## src/rtl/dmem_port_arbiter_if.sv

```systemverilog
// rtl/dmem_port_arbiter_if.sv - CPU, NIC and data memory signal bundle for dmem_port_arbiter
interface dmem_port_arbiter_if #(
    parameter int ADDR_W = 32,
    parameter int DATA_W = 64
);
    logic              cpu_req;
    logic              cpu_wr;
    logic [ADDR_W-1:0] cpu_addr;
    logic [DATA_W-1:0] cpu_wdata;
    logic              cpu_gnt;
    logic              cpu_rvalid;
    logic [DATA_W-1:0] cpu_rdata;

    logic              nic_req;
    logic              nic_wr;
    logic [ADDR_W-1:0] nic_addr;
    logic [DATA_W-1:0] nic_wdata;
    logic              nic_gnt;
    logic              nic_rvalid;
    logic [DATA_W-1:0] nic_rdata;

    logic              mem_en;
    logic              mem_wr_en;
    logic [ADDR_W-1:0] mem_addr;
    logic [DATA_W-1:0] mem_wdata;
    logic [DATA_W-1:0] mem_rdata;

    modport slave (
        input  cpu_req, cpu_wr, cpu_addr, cpu_wdata,
        input  nic_req, nic_wr, nic_addr, nic_wdata,
        input  mem_rdata,
        output cpu_gnt, cpu_rvalid, cpu_rdata,
        output nic_gnt, nic_rvalid, nic_rdata,
        output mem_en, mem_wr_en, mem_addr, mem_wdata
    );

    modport master (
        output cpu_req, cpu_wr, cpu_addr, cpu_wdata,
        output nic_req, nic_wr, nic_addr, nic_wdata,
        output mem_rdata,
        input  cpu_gnt, cpu_rvalid, cpu_rdata,
        input  nic_gnt, nic_rvalid, nic_rdata,
        input  mem_en, mem_wr_en, mem_addr, mem_wdata
    );
endinterface

```

## src/rtl/dmem_port_arbiter.sv

```systemverilog
// rtl/dmem_port_arbiter.sv - shares the data memory port between CPU and NIC
// DMEM_ARB_CPU_PRIORITY_EN selects fixed CPU priority instead of round-robin with MAX_HOLD.
module dmem_port_arbiter #(
    parameter int ADDR_W   = 32,
    parameter int DATA_W   = 64,
    parameter int MAX_HOLD = 4
) (
    input  logic                clk,
    input  logic                reset,
    dmem_port_arbiter_if.slave  bus
);

    localparam int HOLD_W = $clog2(MAX_HOLD + 1);
    localparam logic [HOLD_W-1:0] HOLD_MAX = HOLD_W'(MAX_HOLD);
    localparam logic [HOLD_W-1:0] HOLD_ONE = HOLD_W'(1);

    typedef enum logic [1:0] {
        IDLE    = 2'd0,
        OWN_CPU = 2'd1,
        OWN_NIC = 2'd2
    } state_t;

    state_t            state, state_nxt;
    logic              last_nic, last_nic_nxt;
    logic [HOLD_W-1:0] hold_cnt, hold_cnt_nxt;
    logic              rd_pend, rd_pend_nxt;
    logic              rd_nic, rd_nic_nxt;

    logic              gnt_cpu;
    logic              gnt_nic;
    logic              gnt_wr;
    logic              cpu_rv;
    logic              nic_rv;

    always_ff @(posedge clk) begin
        if (!reset) begin
            state    <= IDLE;
            last_nic <= 1'b1;
            hold_cnt <= '0;
            rd_pend  <= 1'b0;
            rd_nic   <= 1'b0;
        end else begin
            state    <= state_nxt;
            last_nic <= last_nic_nxt;
            hold_cnt <= hold_cnt_nxt;
            rd_pend  <= rd_pend_nxt;
            rd_nic   <= rd_nic_nxt;
        end
    end

    always_comb begin
        state_nxt    = state;
        last_nic_nxt = last_nic;
        hold_cnt_nxt = hold_cnt;
        rd_pend_nxt  = 1'b0;
        rd_nic_nxt   = rd_nic;
        if (gnt_cpu || gnt_nic) begin
            state_nxt    = gnt_nic ? OWN_NIC : OWN_CPU;
            last_nic_nxt = gnt_nic;
`ifdef DMEM_ARB_CPU_PRIORITY_EN
            hold_cnt_nxt = '0;
`else
            // Streak continues only when the grantee already owned the port last cycle.
            if ((gnt_cpu && state == OWN_CPU) || (gnt_nic && state == OWN_NIC)) begin
                hold_cnt_nxt = (hold_cnt == HOLD_MAX) ? HOLD_MAX : hold_cnt + HOLD_ONE;
            end else begin
                hold_cnt_nxt = HOLD_ONE;
            end
`endif
            if (!gnt_wr) begin
                rd_pend_nxt = 1'b1;
                rd_nic_nxt  = gnt_nic;
            end
        end else begin
            state_nxt    = IDLE;
            hold_cnt_nxt = '0;
        end
    end

    always_comb begin
        gnt_cpu = 1'b0;
        gnt_nic = 1'b0;
`ifdef DMEM_ARB_CPU_PRIORITY_EN
        gnt_cpu = bus.cpu_req;
        gnt_nic = bus.nic_req & ~bus.cpu_req;
`else
        if (bus.cpu_req && bus.nic_req) begin
            case (state)
                OWN_CPU: gnt_cpu = (hold_cnt < HOLD_MAX);
                OWN_NIC: gnt_cpu = (hold_cnt == HOLD_MAX);
                default: gnt_cpu = last_nic;
            endcase
            gnt_nic = ~gnt_cpu;
        end else begin
            gnt_cpu = bus.cpu_req;
            gnt_nic = bus.nic_req;
        end
`endif
        // Nothing may reach the memory while reset is held, even with requests high.
        if (!reset) begin
            gnt_cpu = 1'b0;
            gnt_nic = 1'b0;
        end

        bus.cpu_gnt   = gnt_cpu;
        bus.nic_gnt   = gnt_nic;
        bus.mem_en    = gnt_cpu | gnt_nic;
        bus.mem_wr_en = 1'b0;
        bus.mem_addr  = '0;
        bus.mem_wdata = '0;
        gnt_wr        = 1'b0;
        if (gnt_cpu) begin
            gnt_wr        = bus.cpu_wr;
            bus.mem_wr_en = bus.cpu_wr;
            bus.mem_addr  = bus.cpu_addr;
            bus.mem_wdata = bus.cpu_wdata;
        end else if (gnt_nic) begin
            gnt_wr        = bus.nic_wr;
            bus.mem_wr_en = bus.nic_wr;
            bus.mem_addr  = bus.nic_addr;
            bus.mem_wdata = bus.nic_wdata;
        end

        cpu_rv         = reset & rd_pend & ~rd_nic;
        nic_rv         = reset & rd_pend & rd_nic;
        bus.cpu_rvalid = cpu_rv;
        bus.nic_rvalid = nic_rv;
        bus.cpu_rdata  = cpu_rv ? bus.mem_rdata : '0;
        bus.nic_rdata  = nic_rv ? bus.mem_rdata : '0;
    end

endmodule
```

## src/flat_wrapper.sv

```systemverilog
// flat-port wrapper written by rule: the top's interface ports become plain ports
module dmem_port_arbiter_flat 
#(
    parameter int ADDR_W   = 32,
    parameter int DATA_W   = 64,
    parameter int MAX_HOLD = 4
)
  (clk, reset, bus_cpu_req, bus_cpu_wr, bus_cpu_addr, bus_cpu_wdata, bus_nic_req, bus_nic_wr, bus_nic_addr, bus_nic_wdata, bus_mem_rdata, bus_cpu_gnt, bus_cpu_rvalid, bus_cpu_rdata, bus_nic_gnt, bus_nic_rvalid, bus_nic_rdata, bus_mem_en, bus_mem_wr_en, bus_mem_addr, bus_mem_wdata);
  dmem_port_arbiter_if #(.ADDR_W(ADDR_W), .DATA_W(DATA_W)) bus_i ();
  input  logic clk;
  input  logic reset;
  input wire logic [$bits(bus_i.cpu_req)-1:0] bus_cpu_req;
  input wire logic [$bits(bus_i.cpu_wr)-1:0] bus_cpu_wr;
  input wire logic [$bits(bus_i.cpu_addr)-1:0] bus_cpu_addr;
  input wire logic [$bits(bus_i.cpu_wdata)-1:0] bus_cpu_wdata;
  input wire logic [$bits(bus_i.nic_req)-1:0] bus_nic_req;
  input wire logic [$bits(bus_i.nic_wr)-1:0] bus_nic_wr;
  input wire logic [$bits(bus_i.nic_addr)-1:0] bus_nic_addr;
  input wire logic [$bits(bus_i.nic_wdata)-1:0] bus_nic_wdata;
  input wire logic [$bits(bus_i.mem_rdata)-1:0] bus_mem_rdata;
  output wire logic [$bits(bus_i.cpu_gnt)-1:0] bus_cpu_gnt;
  output wire logic [$bits(bus_i.cpu_rvalid)-1:0] bus_cpu_rvalid;
  output wire logic [$bits(bus_i.cpu_rdata)-1:0] bus_cpu_rdata;
  output wire logic [$bits(bus_i.nic_gnt)-1:0] bus_nic_gnt;
  output wire logic [$bits(bus_i.nic_rvalid)-1:0] bus_nic_rvalid;
  output wire logic [$bits(bus_i.nic_rdata)-1:0] bus_nic_rdata;
  output wire logic [$bits(bus_i.mem_en)-1:0] bus_mem_en;
  output wire logic [$bits(bus_i.mem_wr_en)-1:0] bus_mem_wr_en;
  output wire logic [$bits(bus_i.mem_addr)-1:0] bus_mem_addr;
  output wire logic [$bits(bus_i.mem_wdata)-1:0] bus_mem_wdata;
  assign bus_i.cpu_req = bus_cpu_req;
  assign bus_i.cpu_wr = bus_cpu_wr;
  assign bus_i.cpu_addr = bus_cpu_addr;
  assign bus_i.cpu_wdata = bus_cpu_wdata;
  assign bus_i.nic_req = bus_nic_req;
  assign bus_i.nic_wr = bus_nic_wr;
  assign bus_i.nic_addr = bus_nic_addr;
  assign bus_i.nic_wdata = bus_nic_wdata;
  assign bus_i.mem_rdata = bus_mem_rdata;
  assign bus_cpu_gnt = bus_i.cpu_gnt;
  assign bus_cpu_rvalid = bus_i.cpu_rvalid;
  assign bus_cpu_rdata = bus_i.cpu_rdata;
  assign bus_nic_gnt = bus_i.nic_gnt;
  assign bus_nic_rvalid = bus_i.nic_rvalid;
  assign bus_nic_rdata = bus_i.nic_rdata;
  assign bus_mem_en = bus_i.mem_en;
  assign bus_mem_wr_en = bus_i.mem_wr_en;
  assign bus_mem_addr = bus_i.mem_addr;
  assign bus_mem_wdata = bus_i.mem_wdata;
  dmem_port_arbiter #(.ADDR_W(ADDR_W), .DATA_W(DATA_W), .MAX_HOLD(MAX_HOLD)) u_core (.clk(clk), .reset(reset), .bus(bus_i));
endmodule
```

## config.mk

```make
export PLATFORM = sky130hd
export DESIGN_NAME = dmem_port_arbiter_flat
export DESIGN_NICKNAME = d
export VERILOG_FILES = /design/src/rtl/dmem_port_arbiter_if.sv /design/src/rtl/dmem_port_arbiter.sv /design/src/flat_wrapper.sv
export SDC_FILE = /design/constraint.sdc
export NUM_CORES = 1
export LEC_CHECK = 0
export ABC_AREA = 1
export CAP_MARGIN = 20
export CORE_AREA = 2 2 192 194
export DETAILED_ROUTE_END_ITERATION = 12
export DIE_AREA = 0 0 194 196
export PLACE_DENSITY_LB_ADDON = 0.15
export SKIP_CTS_REPAIR_TIMING = 1
export SYNTH_ARGS = -nofsm -noshare
export SYNTH_HDL_FRONTEND = slang
export SYNTH_SLANG_ARGS = --single-unit
```

## constraint.sdc

```tcl
create_clock -name clk -period 2.2 [get_ports clk]
set_input_delay 0.66 -clock clk [delete_from_list [all_inputs] [get_ports clk]]
set_output_delay 0.66 -clock clk [all_outputs]
set_load 0.005 [all_outputs]
```

==> After elaboration in Yosys (flattened, before gate mapping) <==
Cells that the tools add are included.
{ "word_totals": {"regBits": 8, "input_bits": 262, "word_cells": 49} }
{ "op_classes": {"add_sub_neg": 1, "magnitude_cmp": 1, "eq_ne": 3, "muxes": 18, "n_bitwise": 10, "n_reduce_logical": 9} }
{ "op_table": {"columns": ["cell", "count"], "rows": [
  ["64-bit 2-to-1 mux", 4],
  ["32-bit 2-to-1 mux", 2],
  ["1-bit 2-to-1 mux", 9],
  ["1-bit inverter", 6],
  ["2-bit AND reduction", 2],
  ["4-bit OR reduction", 1],
  ["3-bit by 1-bit adder with 3-bit output, second input constant", 1],
  ["1-bit AND", 3],
  ["3-bit == test, second input constant", 1],
  ["1-bit logical AND", 3],
  ["3-bit less-than comparator, second input constant", 1],
  ["3-bit 2-to-1 mux", 1],
  ["3-bit AND reduction", 1],
  ["2-bit by 1-bit == test with 1-bit output, second input constant", 1],
  ["2-bit == test, second input constant", 1],
  ["1-bit logical OR", 2],
  ["2-bit 2-to-1 mux", 1],
  ["1-bit one-hot mux with 2 select lines", 1],
  ["1-bit OR", 1]
]} }

==> Logic depth before layout (Yosys ltp) <==
{ "logic_depth": {"word_depth": 10, "depth_mapped": 11, "mapped_depth_nobuf": 11} }

==> Least setup slack after synthesis <==
Ideal clock, no wire load.
{ "synth_timing": {"path_type": "input port to output port", "startpoint": "input bus_cpu_req", "endpoint": "output bus_mem_wdata[45]", "arrival_time_ns": 1.528, "required_ns": 1.540, "setup_slack_ns": 0.012, "stages": 8, "path_cell_list": "nand2_1 > a21oi_2 > nand2_2 > nand3_2 > inv_2 > buf_6 > buf_6 > a22o_1"} }
{ "synth_via": {"elab_chain_len": 5} }
{ "synth_rtl": {"columns": ["item", "line", "source"], "rows": [
  ["start, declared", "flat_wrapper.sv:12", "input wire logic [$bits(bus_i.cpu_req)-1:0] bus_cpu_req;"],
  ["1-bit logical AND", "dmem_port_arbiter.sv:87", "if (bus.cpu_req && bus.nic_req) begin"],
  ["1-bit 2-to-1 mux", "dmem_port_arbiter.sv:87", null],
  ["1-bit 2-to-1 mux", "dmem_port_arbiter.sv:100", "if (!reset) begin"],
  ["64-bit 2-to-1 mux", "dmem_port_arbiter.sv:117", "end else if (gnt_nic) begin"],
  ["64-bit 2-to-1 mux *", "dmem_port_arbiter.sv:112", "if (gnt_cpu) begin"],
  ["end, declared", "flat_wrapper.sv:30", "output wire logic [$bits(bus_i.mem_wdata)-1:0] bus_mem_wdata;"]
]} }
Mark *: on every way between the ends. The rest lies on a longest branch, timed or not.

==> Worst setup path after layout <==
{ "layout_timing": {"startpoint": "register u_core.state[0]", "endpoint": "output bus_mem_wdata[54]"} }
{ "layout_via": {"elab_chain_len": 8} }
{ "layout_rtl": {"columns": ["item", "line", "source"], "rows": [
  ["start, declared", "dmem_port_arbiter.sv:23", "state_t state, state_nxt;"],
  ["start signal, assigned", "dmem_port_arbiter.sv:43", "state <= state_nxt;"],
  ["2-bit == test / 2-bit by 1-bit == test with 1-bit output (equally long branches)", "dmem_port_arbiter.sv:88", "case (state)"],
  ["1-bit one-hot mux with 2 select lines *", "dmem_port_arbiter.sv:88", null],
  ["1-bit 2-to-1 mux *", "dmem_port_arbiter.sv:87", null],
  ["1-bit inverter", "dmem_port_arbiter.sv:93", "gnt_nic = ~gnt_cpu;"],
  ["1-bit 2-to-1 mux", "dmem_port_arbiter.sv:87", null],
  ["1-bit 2-to-1 mux", "dmem_port_arbiter.sv:100", null],
  ["64-bit 2-to-1 mux", "dmem_port_arbiter.sv:117", null],
  ["64-bit 2-to-1 mux *", "dmem_port_arbiter.sv:112", null]
]} }
Mark *: on every way between the ends. The rest lies on a longest branch, timed or not. The select of a mux whose other input is x is not followed.

==> results.toml <==
[global_routing]
grt_usage_pct = 11.7
grt_overflow_total = 0
wire_length_of_the_first_global_routing_pass_um = 33100
grt_max_degree = 35
grt_antenna_before_repair = 1
number_of_global_route_vias_before_repair = 4982

[critical_path]
crit_path_max_fanout = 7
cp_slowest_cell = "sky130_fd_sc_hd__dfxtp_2"
path_cells = "inv_2, ha_4, inv_2, nand3_4, nand2_4, nand3_4, inv_8, buf_12, buf_12, buf_12, buf_12, a22o_1, clkbuf_2"
setup_crit_path_kind = "reg2out"
worstSetupStartpointType = "flip-flop"
worstReg2RegEnd = "u_core.hold_cnt[0]$_SDFF_PN0_"
reg2reg_setup_slack_ns = 0.25
critical_path.top_delay_family = "buffers and inverters"
path_buf_inv = 8
timing.critical_path.required_ns = 1.54
critPathArrivalTime_ns = 2.12
crit_path_frequent_cell = "sky130_fd_sc_hd__buf_12"
r2r.worst_path.cells = 15
critical_path.max_stage_delay_ns = 0.32
cp-startpoint = "u_core.state[0]$_SDFF_PN0_"
critical_path.reg2reg.startpoint = "u_core.state[0]$_SDFF_PN0_"
endpoint_kind = "primary output"

[clock_tree]
cts_num_sinks = 8
cts_htree_levels = 1
cts_tree = "built"
clock_tree_root = "sky130_fd_sc_hd__clkbuf_16"
clock_pin_slew_worst_setup_and_hold_paths_ns = 0.04
clk_path_buf_depth = 2
clk_latency_ns = 0.23
cts-buffers-inserted = 3

[yosys]
yosysUniqueCellTypes = 24
syn-cell-area_mm2 = 0.00221
synthesis.instances = 385
mappedNetlistNets = 651
yosys_warnings = 0
syn_avg_cell_area_um2 = 5.74
yosys_register_bits = 8
synth-seq-area-share_pct = 7.25

[timing]
post-route-min-period_ns = 2.78
timing.final.ws_setup_ns = -0.577
layout_worst_path_cycle_share_pct = 126
timing.max_slew.rel_slack_pct = 85.3
fmaxAchievable_ghz = 0.360
skew_ns = 0.00213
rsz_0062_raised_after_global_routing = "true"
timing_hold_violations_final = 0
setup_violations = 222
worstMarginPinSlew_ns = 0.220
drv_slew = 0

[final_layout]
sequential_cell_area_um2 = 163
final_area_mm2 = 0.00866
area.growth.synth_to_final_pct = 292
n_antenna_cell = 0
n_fill_cell = 4061
design.final.nets = 1256
layout.cells.most_common = "sky130_fd_sc_hd__clkdlybuf4s50_1"
final_layout_size_suffix_gt1_share_pct = 46.8
layout.cells.non_filler = 1456
final_cell_mix = "259 x sky130_fd_sc_hd__clkdlybuf4s50_1, 107 x sky130_fd_sc_hd__clkbuf_2, 96 x sky130_fd_sc_hd__buf_2, 95 x sky130_fd_sc_hd__a22o_1, 81 x sky130_fd_sc_hd__buf_4"
multiInputGateArea_mm2 = 0.00190

[place]
postPlaceCellArea_mm2 = 0.00817
place_congestion = 0.777
hpwlAfterDp_um = 21100
port_buffers = 491
placed_cells = 1376

[hold_path]
min-delay-start = "u_core.rd_nic$_SDFFE_PN0P_"
hold_path_class = "reg2reg"
timing.hold.worst_path_depth = 3
hold_path_end = "u_core.rd_nic$_SDFFE_PN0P_"

[floorplanning]
die-height_um = 196
chipWidth_um = 194
ios = 492
dieArea_mm2 = 0.0380
core_mm2 = 0.0361
initial_core_util_pct = 6.12
rows = 70

[drt]
viasPerCell = 3.47
route.vias.total = 5054
detail_route.drc_violations = 0
drt_pass1_iterations = 4
drt.antenna.violating_nets = 0
wl_per_cell_um = 18.9
first_iter_violations = 82
detail_route.wirelength_um = 27500

[run_status]
run_status = "finished, violations left"
failed_checks = "setup timing"

[job]
cap_viol_max_count = 0

[power_and_ir_drop]
lkg_pwr_nw = 4.63
power_w = 0.00215
power-per-cell-area_mw_per_mm2 = 249
vdd_drop_max_mv = 0.185
worst reg2reg max path, delay by kind of cell (launching register included):
| family | cells | cell delay [ns] |
|---|---|---|
| simple gates | 6 | 0.53 |
| fa+ha+maj | 1 | 0.16 |
| compound gates | 1 | 0.04 |
| buf+inv | 7 | 0.79 |
| flops | 1 | 0.31 |
cells by family after synthesis:
group | share of synthesized area [%]
fa+ha+maj | 2.27
buf+inv | 23.0
simple gates | 27.7
compound gates | 39.8
flops | 7.25
metal layers:
metal / vias up / GRT usage, % / part of all wire (%)
met1: 2282 / 13.1 / 37
li1: 2462 / - / -
met5: - / 0 / 0
met3: 10 / 3.66 / 8.3
met2: 300 / 22.0 / 54
met4: 0 / 1.18 / 0.51
flip-flops by register name, summed over array words and instances, names as in the netlist:
name             flops
u_core.last_nic      1
u_core.hold_cnt      3
u_core.rd_pend       1
u_core.state         2
u_core.rd_nic        1
per-stage QoR:
step | hold WS [ns] | TNS, ns | utilization, % | setup slack, ns
6_report | 0.628 | -63.34 | 24.0 | -0.577
5_1_grt | 0.667 | -77.63 | 24.0 | -0.636
3_3_place_gp | 0.593 | -233.90 | 22.6 | -1.18
4_1_cts | 0.601 | -233.28 | 22.9 | -1.19
3_5_place_dp | 0.595 | -231.80 | 22.6 | -1.18
2_1_floorplan | 0.467 | 0 | - | 0.0123
power breakdown:
group	leakage [nW]	internal, W	switching (W)
Sequential	0.0667	0.000157	0.00000643
Combinational	4.53	0.00104	0.000642
Clock	0.0370	0.000235	0.0000740
synthesized netlist by cell type, drive strengths merged:
master / count / area [um2]
o22ai: 1 / 6.26
a22o: 96 / 841
clkbuf: 7 / 26.3
ha: 4 / 50.1
o211ai: 1 / 7.51
dfxtp: 8 / 160
nand3b: 1 / 7.51
nor3: 1 / 10.0
buf: 26 / 164
nand3: 4 / 25.0
nand4: 1 / 6.26
o21ai: 1 / 5.00
inv: 84 / 318
nor2: 133 / 499
nand2: 14 / 65.1
a21oi: 3 / 18.8
worst max-delay path by stage:
stage	end	slack, ns	cells after the start
global placement	bus_mem_wdata[55]	-1.18	10
finish	bus_mem_wdata[54]	-0.58	13
CTS	bus_mem_wdata[55]	-1.19	10
global route	bus_mem_wdata[32]	-0.64	13
floorplan	bus_mem_wdata[45]	0.01	8
detailed placement	bus_mem_wdata[55]	-1.18	10
area by class of cell:
type,instances,area share [%]
well taps,468,6.76
inverters,84,3.90
multi-input cells,260,21.9
repair inverters,1,0.130
clock buffers,3,0.866
flip-flops and latches,8,1.88
repair buffers,632,64.6
Note: power is estimated with default switching activity, not from simulation.
